File: config.mk
export PLATFORM = sky130hd
export DESIGN_NAME = id_inst_queue
export DESIGN_NICKNAME = d
export VERILOG_FILES = /design/src/rtl/id_inst_queue.sv
export SDC_FILE = /design/constraint.sdc
export NUM_CORES = 2
export LEC_CHECK = 0
export CAP_MARGIN = 20
export CORE_ASPECT_RATIO = 0.8
export CORE_MARGIN = 1.5
export CORE_UTILIZATION = 35
export DETAILED_ROUTE_END_ITERATION = 16
export SLEW_MARGIN = 30
export SYNTH_ARGS = -nofsm -noshare
export SYNTH_HDL_FRONTEND = slang
export SYNTH_SLANG_ARGS = --single-unit
File: constraint.sdc
create_clock -name clk -period 61.5 [get_ports clk]
set_input_delay 12.3 -clock clk [delete_from_list [all_inputs] [get_ports clk]]
set_output_delay 12.3 -clock clk [all_outputs]
set_load 0.01 [all_outputs]
File: src/rtl/id_inst_queue.sv
// -----------------------------------------------------------------------------
// id_inst_queue
//
// Instruction buffer between IF and ID. Takes up to FETCH_W {pc, inst} entries
// per fetch beat into a circular store and presents up to ISSUE_W in-order slots
// to the ID decoders. A flush (exception, eret, branch redirect) or reset drops
// every entry.
//
// Optional feature (macro IQ_DS_PAIR_EN): branch/jump predecode so a branch is
// never presented without its delay slot. Either both go out in one group, or
// the branch goes out alone as the only slot (ISSUE_W=1) with its delay slot
// already buffered. Without the macro, out_valid is plain occupancy.
//
// Ports
//   clk         clock, all state on rising edge
//   resetn      synchronous reset, active low
//   flush       discard all entries this cycle (wins over push and pop)
//   in_valid    fetch beat valid
//   in_ready    room for a full FETCH_W beat (from registered count)
//   in_cnt      entries in the beat, 1..FETCH_W; slot i at in_pc + 4*i
//   in_pc       pc of beat slot 0
//   in_inst     slot i at [32*i+31:32*i]
//   out_valid   thermometer-coded slot valids
//   out_pc      per-slot pc
//   out_inst    per-slot instruction
//   id_allowin  ID consumes every valid slot this cycle
//   count       current occupancy
// -----------------------------------------------------------------------------
module id_inst_queue #(
   parameter int unsigned DEPTH   = 8,
   parameter int unsigned FETCH_W = 2,
   parameter int unsigned ISSUE_W = 2
) (
   input  logic                         clk,
   input  logic                         resetn,
   input  logic                         flush,
   input  logic                         in_valid,
   output logic                         in_ready,
   input  logic [1:0]                   in_cnt,
   input  logic [31:0]                  in_pc,
   input  logic [32*FETCH_W-1:0]        in_inst,
   output logic [ISSUE_W-1:0]           out_valid,
   output logic [32*ISSUE_W-1:0]        out_pc,
   output logic [32*ISSUE_W-1:0]        out_inst,
   input  logic                         id_allowin,
   output logic [$clog2(DEPTH+1)-1:0]   count
);

   localparam int unsigned PW = $clog2(DEPTH);
   localparam int unsigned CW = $clog2(DEPTH + 1);

   typedef logic [PW-1:0] ptr_t;
   typedef logic [CW-1:0] cnt_t;

   logic [31:0] mem_pc_q   [DEPTH];
   logic [31:0] mem_pc_d   [DEPTH];
   logic [31:0] mem_inst_q [DEPTH];
   logic [31:0] mem_inst_d [DEPTH];

   ptr_t rd_ptr_q, rd_ptr_d;
   ptr_t wr_ptr_q, wr_ptr_d;
   cnt_t count_q, count_d;

   logic push;
   logic pop;
   cnt_t push_n;
   cnt_t pop_n;

   logic [ISSUE_W-1:0] raw_valid;
   logic [31:0]        slot_pc   [ISSUE_W];
   logic [31:0]        slot_inst [ISSUE_W];

   // ---------------------------------------------------------------------------
   // Handshake and occupancy
   // ---------------------------------------------------------------------------
   // Pops in the same cycle are deliberately not credited: keeps in_ready off the
   // ID-side timing path.
   assign in_ready = (cnt_t'(DEPTH) - count_q) >= cnt_t'(FETCH_W);
   assign count    = count_q;
   assign push     = in_valid && in_ready && !flush;
   assign pop      = id_allowin && (|out_valid) && !flush;

   // ---------------------------------------------------------------------------
   // Slot read-out, straight from storage (no write bypass)
   // ---------------------------------------------------------------------------
   always_comb begin
      for (int i = 0; i < int'(ISSUE_W); i++) begin
         slot_pc[i]            = mem_pc_q[rd_ptr_q + ptr_t'(i)];
         slot_inst[i]          = mem_inst_q[rd_ptr_q + ptr_t'(i)];
         raw_valid[i]          = cnt_t'(i) < count_q;
         out_pc[32*i +: 32]    = slot_pc[i];
         out_inst[32*i +: 32]  = slot_inst[i];
      end
   end

`ifdef IQ_DS_PAIR_EN
   // Branch/jump: opcode 1..7 (regimm, j, jal, beq, bne, blez, bgtz),
   // or SPECIAL with func jr (8) / jalr (9).
   function automatic logic is_br(input logic [31:0] inst);
      logic [5:0] op;
      logic [5:0] fn;
      op = inst[31:26];
      fn = inst[5:0];
      return ((op != 6'd0) && (op <= 6'd7)) ||
             ((op == 6'd0) && ((fn == 6'd8) || (fn == 6'd9)));
   endfunction

   // Walk the slots in order. A branch is released only if its delay slot is
   // also buffered and either fits in this group or the branch is slot 0 (the
   // ISSUE_W=1 case, where the delay slot follows on the next pop). Otherwise
   // the branch and everything behind it are held back.
   always_comb begin
      logic [ISSUE_W:0] raw_ext;
      logic             stop;
      logic             pair;
      out_valid = '0;
      stop      = 1'b0;
      pair      = 1'b0;
      for (int i = 0; i <= int'(ISSUE_W); i++) begin
         raw_ext[i] = cnt_t'(i) < count_q;
      end
      for (int i = 0; i < int'(ISSUE_W); i++) begin
         if (!stop && raw_ext[i]) begin
            if (pair) begin
               // Delay slot of the previous branch.
               out_valid[i] = 1'b1;
               pair         = 1'b0;
            end else if (is_br(slot_inst[i])) begin
               if (raw_ext[i+1] && ((i + 1 < int'(ISSUE_W)) || (i == 0))) begin
                  out_valid[i] = 1'b1;
                  pair         = 1'b1;
               end else begin
                  stop = 1'b1;
               end
            end else begin
               out_valid[i] = 1'b1;
            end
         end else begin
            stop = 1'b1;
         end
      end
   end
`else
   assign out_valid = raw_valid;
`endif

   // ---------------------------------------------------------------------------
   // Pop size
   // ---------------------------------------------------------------------------
   always_comb begin
      pop_n = '0;
      for (int i = 0; i < int'(ISSUE_W); i++) begin
         if (out_valid[i]) begin
            pop_n = pop_n + cnt_t'(1);
         end
      end
   end

   // ---------------------------------------------------------------------------
   // Storage write
   // ---------------------------------------------------------------------------
   always_comb begin
      mem_pc_d   = mem_pc_q;
      mem_inst_d = mem_inst_q;
      push_n     = '0;
      if (push) begin
         push_n = cnt_t'(in_cnt);
         for (int i = 0; i < int'(FETCH_W); i++) begin
            if (cnt_t'(i) < cnt_t'(in_cnt)) begin
               mem_pc_d[wr_ptr_q + ptr_t'(i)]   = in_pc + 32'(4 * i);
               mem_inst_d[wr_ptr_q + ptr_t'(i)] = in_inst[32*i +: 32];
            end
         end
      end
   end

   // ---------------------------------------------------------------------------
   // Pointer / count next state
   // ---------------------------------------------------------------------------
   always_comb begin
      rd_ptr_d = rd_ptr_q;
      wr_ptr_d = wr_ptr_q;
      count_d  = count_q;
      if (flush) begin
         rd_ptr_d = '0;
         wr_ptr_d = '0;
         count_d  = '0;
      end else begin
         if (pop) begin
            rd_ptr_d = rd_ptr_q + ptr_t'(pop_n);
         end
         wr_ptr_d = wr_ptr_q + ptr_t'(push_n);
         count_d  = count_q + push_n - (pop ? pop_n : cnt_t'(0));
      end
   end

   always_ff @(posedge clk) begin
      if (!resetn) begin
         rd_ptr_q <= '0;
         wr_ptr_q <= '0;
         count_q  <= '0;
      end else begin
         rd_ptr_q <= rd_ptr_d;
         wr_ptr_q <= wr_ptr_d;
         count_q  <= count_d;
      end
   end

   // Payload needs no reset: count gates every read.
   always_ff @(posedge clk) begin
      mem_pc_q   <= mem_pc_d;
      mem_inst_q <= mem_inst_d;
   end

`ifndef SYNTHESIS
   in_cnt_legal : assert property (@(posedge clk) disable iff (!resetn)
      push |-> ((in_cnt != 2'd0) && (32'(in_cnt) <= FETCH_W)));
`endif

endmodule

Word level (Yosys, flattened, before mapping)
Cells that the tools add are included.
{"block": "word_totals", "input_bits": 103, "elab_cells": 83, "regBits": 522}
{"block": "op_classes", "mux": 30, "addsub": 9, "n_lt_le_gt_ge": 11, "bitwise": 5, "n_reduce_logical": 9}
{"operator": "$mux W256", "count": 6}
{"operator": "$bwmux W256", "count": 4}
{"operator": "$bmux W32 S3", "count": 4}
{"operator": "$mux W32", "count": 10}
{"operator": "$demux W32 S3", "count": 2}
{"operator": "$add A32 B3 Y32 const B", "count": 1}
{"operator": "$ge A4 B4 Y1 const B", "count": 4}
{"operator": "$not A3 Y4", "count": 4}
{"operator": "$lt A1 B4 Y1 const A", "count": 2}
{"operator": "$lt A4 B1 Y1 const B", "count": 2}
{"operator": "$mux W4", "count": 2}
{"operator": "$add A3 B1 Y3 const B", "count": 2}
{"operator": "$add A3 B3 Y3", "count": 2}
{"operator": "$logic_and A1 B1 Y1", "count": 6}
{"operator": "$add A4 B1 Y4 const B", "count": 1}
{"operator": "$add A4 B4 Y4", "count": 1}
{"operator": "$ge A4 B2 Y1 const B", "count": 1}
{"operator": "$lt A1 B2 Y1 const A", "count": 2}
{"operator": "$reduce_or A2 Y1", "count": 2}
{"operator": "$sub A4 B4 Y4", "count": 1}
{"operator": "$sub A4 B4 Y4 const A", "count": 1}
{"operator": "$mux W2", "count": 1}
{"operator": "$logic_not A1 Y1", "count": 1}
{"operator": "$mux W1", "count": 1}
{"operator": "$not A1 Y1", "count": 1}

Longest topological paths before layout
{"block": "depth", "depth_word": 10, "ltp_mapped": 14}

Worst setup path after synthesis
OpenSTA, ideal clock, no wires.
{"block": "synth_path", "path_kind": "input port to flip-flop", "startpoint": "input flush", "endpoint": "register count_q[3], in the netlist count[3]", "stages": 10, "required_ns": 61.379, "path_slack_ns": 31.953, "arrival_time_ns": 29.426, "path_buffers": 1, "cell_sequence": "and3b_1 clkbuf_1 nand2_1 fa_1 inv_1 ha_1 a21o_1 a21oi_1 xnor2_1 nor2_1"}
{"block": "synth_between", "elab_chain_cells": 5, "word_cells_on_any_way": 8, "cone_classes": "add/sub (2); mux (2); reduce/logical (4)"}
{"item": "start, declared", "line_no": "36", "source": "input logic flush,"}
{"item": "$logic_not A1 Y1", "line_no": "80, 81"}
{"item": "$logic_and A1 B1 Y1", "line_no": "80", "source": "assign push = in_valid && in_ready && !flush;"}
{"item": "$mux W2", "line_no": "166", "source": "if (push) begin"}
{"item": "$add A4 B4 Y4", "line_no": "193", "source": "count_d = count_q + push_n - (pop ? pop_n : cnt_t'(0));"}
{"item": "$sub A4 B4 Y4", "line_no": "193"}
{"item": "end signal, assigned", "line_no": "205", "source": "count_q <= count_d;"}
{"item": "end, declared", "line_no": "62", "source": "cnt_t count_q, count_d;"}
Parallel ways exist; a longest one is shown, timed or not.
A chain may end at the register's enable or synchronous reset.

Final worst setup path
{"block": "layout_path", "startpoint": "register rd_ptr_q[1]", "endpoint": "output out_pc[44]"}
{"block": "layout_between", "elab_chain_cells": 5}
{"item": "start, declared", "line_no": "60", "source": "ptr_t rd_ptr_q, rd_ptr_d;"}
{"item": "start signal, assigned", "line_no": "203", "source": "rd_ptr_q <= rd_ptr_d;"}
{"item": "$add A3 B1 Y3", "line_no": "88", "source": "slot_pc[i] = mem_pc_q[rd_ptr_q + ptr_t'(i)];"}
{"item": "$not A3 Y4 (not written as such)", "line_no": "88"}
{"item": "$bmux W32 S3", "line_no": "88"}
{"item": "$mux W32 (not written as such) (2 in series)", "line_no": "88"}
{"item": "end, declared", "line_no": "43", "source": "output logic [32*ISSUE_W-1:0] out_pc,"}
No other way between the ends. The select of a mux whose other input is x is not followed.

==> flow_summary.html <==
<table>
<tr><th>Metric</th><th>Value</th></tr>
<tr><th colspan="2">Drt</th></tr>
<tr><td>Wire length per cell after detailed routing</td><td>28.4 microns</td></tr>
<tr><td># DRC</td><td>0</td></tr>
<tr><td>Number of routed nets with antenna violations</td><td>0</td></tr>
<tr><td>Initial DRC Count</td><td>3599</td></tr>
<tr><td>Via Count</td><td>27511</td></tr>
<tr><td>Total Routed Length</td><td>125000 microns</td></tr>
<tr><td>Per-cell via count in the routed design</td><td>6.25</td></tr>
<tr><td>Length of the first detailed-routing pass in iterations</td><td>6</td></tr>
<tr><th colspan="2">Run</th></tr>
<tr><td>Reported max-cap violation count</td><td>0</td></tr>
<tr><th colspan="2">Yosys</th></tr>
<tr><td>FFs w/ async S/R, synth</td><td>0%</td></tr>
<tr><td>Count of flip-flops with a built-in enable after synthesis</td><td>512</td></tr>
<tr><td>Portion of the post-synthesis area used by sequential elements</td><td>44.2%</td></tr>
<tr><td>Area leader, netlist</td><td>sky130_fd_sc_hd__edfxtp_1</td></tr>
<tr><td>Number of synthesized register bits</td><td>522</td></tr>
<tr><td>Number of standard cells after synthesis</td><td>3016</td></tr>
<tr><td>Syn_area_per_cell</td><td>11.7 sq um</td></tr>
<tr><td>Most used flip-flop cell after synthesis</td><td>sky130_fd_sc_hd__edfxtp_1</td></tr>
<tr><td>Most common cell in the netlist</td><td>sky130_fd_sc_hd__edfxtp_1</td></tr>
<tr><td>Area share of the largest cell type after synthesis</td><td>43.6%</td></tr>
<tr><td>Most numerous cell types in the synthesized netlist</td><td>512 x sky130_fd_sc_hd__edfxtp_1, 379 x sky130_fd_sc_hd__nand2_1, 332 x sky130_fd_sc_hd__o21ai_0</td></tr>
<tr><td>Synthesized net count</td><td>3137</td></tr>
<tr><td>Number of distinct library cells after synthesis</td><td>59</td></tr>
<tr><td>Largest cells by area after synthesis</td><td>sky130_fd_sc_hd__edfxtp_1 44%, sky130_fd_sc_hd__mux4_2 16%, sky130_fd_sc_hd__mux2i_1 8.0%</td></tr>
<tr><td>Summed instance area of the synthesized netlist</td><td>0.0352 sq mm</td></tr>
<tr><td>Yosys warning count</td><td>0</td></tr>
<tr><th colspan="2">Final layout</th></tr>
<tr><td>Final non-filler cell area</td><td>0.0406 sq mm</td></tr>
<tr><td>Fillers</td><td>9369</td></tr>
<tr><td>Post-layout utilization of the core</td><td>41.0%</td></tr>
<tr><td>Total area of sequential cells</td><td>0.0156 sq mm</td></tr>
<tr><td>Area growth from synthesis to layout</td><td>15.4%</td></tr>
<tr><td>Footprint of the multi-input gates</td><td>0.0182 sq mm</td></tr>
<tr><td>Layout cells sized above 1</td><td>20.7%</td></tr>
<tr><td>Net total in the final layout</td><td>3154</td></tr>
<tr><th colspan="2">Hold path</th></tr>
<tr><td>Hold/Removal Path Class</td><td>reg -&gt; reg</td></tr>
<tr><th colspan="2">Setup path</th></tr>
<tr><td>Startpoint types</td><td>flop</td></tr>
<tr><td>Critical path peak fanout</td><td>39</td></tr>
<tr><td>Peak per-stage delay on the critical path</td><td>0.83 ns</td></tr>
<tr><td>Minimum setup slack among reg-to-reg paths</td><td>56.17 ns</td></tr>
<tr><td>Crit path cell chain</td><td>ha_4 &gt; buf_4 &gt; buf_4 &gt; mux4_2 &gt; mux2_2 &gt; clkdlybuf4s50_1</td></tr>
<tr><td>WP data arrival</td><td>5.13 ns</td></tr>
<tr><td>Most common cell type on the critical path</td><td>sky130_fd_sc_hd__buf_4</td></tr>
<tr><td>Required time worst endpoint</td><td>49.20 ns</td></tr>
<tr><td>Type of the worst setup path</td><td>reg -&gt; out</td></tr>
<tr><td>Critical path endpoint category</td><td>output pin</td></tr>
<tr><td>Slowest stage cell on the critical path</td><td>sky130_fd_sc_hd__buf_4</td></tr>
<tr><th colspan="2">Die</th></tr>
<tr><td>Die Span X</td><td>358 microns</td></tr>
<tr><td>Area of the die</td><td>0.103 sq mm</td></tr>
<tr><td>Area of the core</td><td>0.0992 sq mm</td></tr>
<tr><td>Height of the die</td><td>287 microns</td></tr>
<tr><td>Placement row count</td><td>103</td></tr>
<tr><td>Top Ports</td><td>238</td></tr>
<tr><td>Initial core utilization</td><td>35.5%</td></tr>
<tr><th colspan="2">Global route</th></tr>
<tr><td>Maximum number of pins on one net before global-route repair</td><td>155</td></tr>
<tr><td>Total global-route track usage</td><td>23.8%</td></tr>
<tr><td>Remaining global-route overflow</td><td>0</td></tr>
<tr><td>Antenna violations before repair</td><td>3</td></tr>
<tr><td>Wire length of the first global-routing pass</td><td>183000 microns</td></tr>
<tr><td>Number of global-route vias before repair</td><td>26178</td></tr>
<tr><th colspan="2">Clock tree</th></tr>
<tr><td>CTS Sinks</td><td>522</td></tr>
<tr><td>Hold-fix buffers, CTS</td><td>0</td></tr>
<tr><td>Clock Pin Slew Worst Setup and Hold Paths</td><td>0.06 ns</td></tr>
<tr><td>Worst-Skew Late Latency</td><td>0.68 ns</td></tr>
<tr><td>Number of buffers created by CTS</td><td>61</td></tr>
<tr><td>Setup Buffers After CTS</td><td>0</td></tr>
<tr><td>TritonCTS clock tree</td><td>yes</td></tr>
<tr><td>H-tree lvl count</td><td>2</td></tr>
<tr><td>Maximum clock insertion buffer count</td><td>3</td></tr>
<tr><td>Clk root buf</td><td>sky130_fd_sc_hd__clkbuf_16</td></tr>
<tr><td>Number of gates resized after cts</td><td>0</td></tr>
<tr><th colspan="2">Placed design</th></tr>
<tr><td>Gpl congestion</td><td>0.855</td></tr>
<tr><td>Half-perimeter wire length after detailed placement</td><td>72000 microns</td></tr>
<tr><td>Setup WS pre-CTS</td><td>44.35 ns</td></tr>
<tr><td># port buffers</td><td>237</td></tr>
<tr><td>Cell area after placement</td><td>0.0385 sq mm</td></tr>
<tr><th colspan="2">Timing</th></tr>
<tr><td>Worst Clk Skew</td><td>0.0432 ns</td></tr>
<tr><td>Final critical delay including setup and external delays</td><td>17.43 ns</td></tr>
<tr><td>Number of slew-limit violations in the final report</td><td>0</td></tr>
<tr><td>Final number of setup-violating endpoints</td><td>0</td></tr>
<tr><td>Post-route clock period utilization</td><td>28.3%</td></tr>
<tr><td>Unrepaired setup endpoints after global routing</td><td>false</td></tr>
<tr><td>Slew of the pin with the lowest slew margin</td><td>1.14 ns</td></tr>
<tr><td>Final Hold Violating Endpoints</td><td>0</td></tr>
<tr><td>Final critical-path setup slack</td><td>44.07 ns</td></tr>
<tr><td>Slew headroom</td><td>24.1%</td></tr>
<tr><td>Setup TNS</td><td>0 ns</td></tr>
<tr><td>Maximum clock frequency</td><td>57.4 MHz</td></tr>
<tr><th colspan="2">Pwr</th></tr>
<tr><td>Maximum ir drop on the vdd rail</td><td>0.0267 mV</td></tr>
<tr><td>P_leak</td><td>14.1 nW</td></tr>
<tr><td>Pwr per Cell Area</td><td>30.7 mW/mm^2</td></tr>
<tr><th colspan="2">Run status</th></tr>
<tr><td>Outcome</td><td>completed</td></tr>
</table>
## layout by cell type, fill, tap and decap left out, drive strengths merged, types with 3 or more instances in the layout
cell type and instances:
a211oi 34, a21oi 181, a221oi 23, and2 9, and3 24, and4 6
buf 67, bufinv 13, clkbuf 68, clkdlybuf4s50 237, clkinv 29, clkinvlp 3
dfxtp 10, edfxtp 512, fa 4, ha 14, inv 27, mux2 150
mux2i 280, mux4 256, nand2 381, nand2b 6, nand3 20, nand4 20
nor2 100, nor2b 6, nor3 33, nor4 7, o21a 33, o21ai 339
o221a 27, o22a 32, o22ai 93, or3 13, xnor2 7, xor2 8
## path summary, 6_finish.rpt
check,start,endpoint,cells past startpoint
max,rd_ptr_q[1],out_pc[44],6
min,rd_ptr_q[0],rd_ptr_q[0],2
max reg2reg,count[1],mem_inst_q[164],10
min reg2reg,rd_ptr_q[0],rd_ptr_q[0],2
## critical path: cells and delay by family (launching register included)
family | cells | cell delay [ns]
adder cells (fa/ha/maj) | 1 | 0.57
buffers and inverters | 3 | 2.18
flip-flops | 1 | 0.74
multiplexers | 2 | 0.88
## flip-flops by register name (all words and copies together) (netlist names)
name	count
rd_ptr_q	3
wr_ptr_q	3
mem_inst_q	256
count	4
mem_pc_q	256
## per-layer routing
layer	routed length, microns	GRT usage (%)
met5	27	0
met4	4260	7.67
met3	12800	4.79
met2	55100	35.3
met1	52700	34.8
## power by group
part / switching [mW] / internal, mW / leakage, nW / total (mW)
registers: 0.0333 / 0.455 / 4.86 / 0.488
logic: 0.172 / 0.183 / 8.17 / 0.355
clock network: 0.167 / 0.237 / 1.05 / 0.405
## stage by stage
| step | cells | hold slack [ns] | total power [mW] |
|---|---|---|---|
| 6_report | 4399 | 0.590 | 1.25 |
| 5_1_grt | 4398 | 0.606 | 1.29 |
| 4_1_cts | 4398 | 0.593 | 1.25 |
| 3_5_place_dp | 4282 | 0.583 | 0.849 |
| 3_3_place_gp | 4280 | 0.568 | 0.843 |
| 2_1_floorplan | 3016 | 0.565 | 0.743 |
## cells by family (layout without fill, tap and decap cells)
| kind of cell | Yosys count | in the layout | synth area share [%] |
|---|---|---|---|
| buf+inv | 374 | 444 | 4.58 |
| xor+xnor | 15 | 15 | 0.416 |
| mux | 686 | 686 | 29.1 |
| simple gates | 633 | 633 | 8.11 |
| flops | 522 | 522 | 44.2 |
| fa+ha+maj | 18 | 18 | 0.725 |
| other cells | 0 | 1 | 0 |
| compound gates | 768 | 768 | 12.8 |
## area by class of cell
| cell class | instances | area share (%) |
|---|---|---|
| Sequential cell | 522 | 38.3 |
| Clock inverter | 48 | 1.53 |
| Clock buffer | 68 | 3.82 |
| Multi-Input combinational cell | 2120 | 44.8 |
| Inverter | 24 | 0.222 |
| Tap cell | 1312 | 4.04 |
| Antenna cell | 1 | 0.00616 |
| Timing Repair Buffer | 304 | 7.23 |
Note: power is estimated with default switching activity, not from simulation.
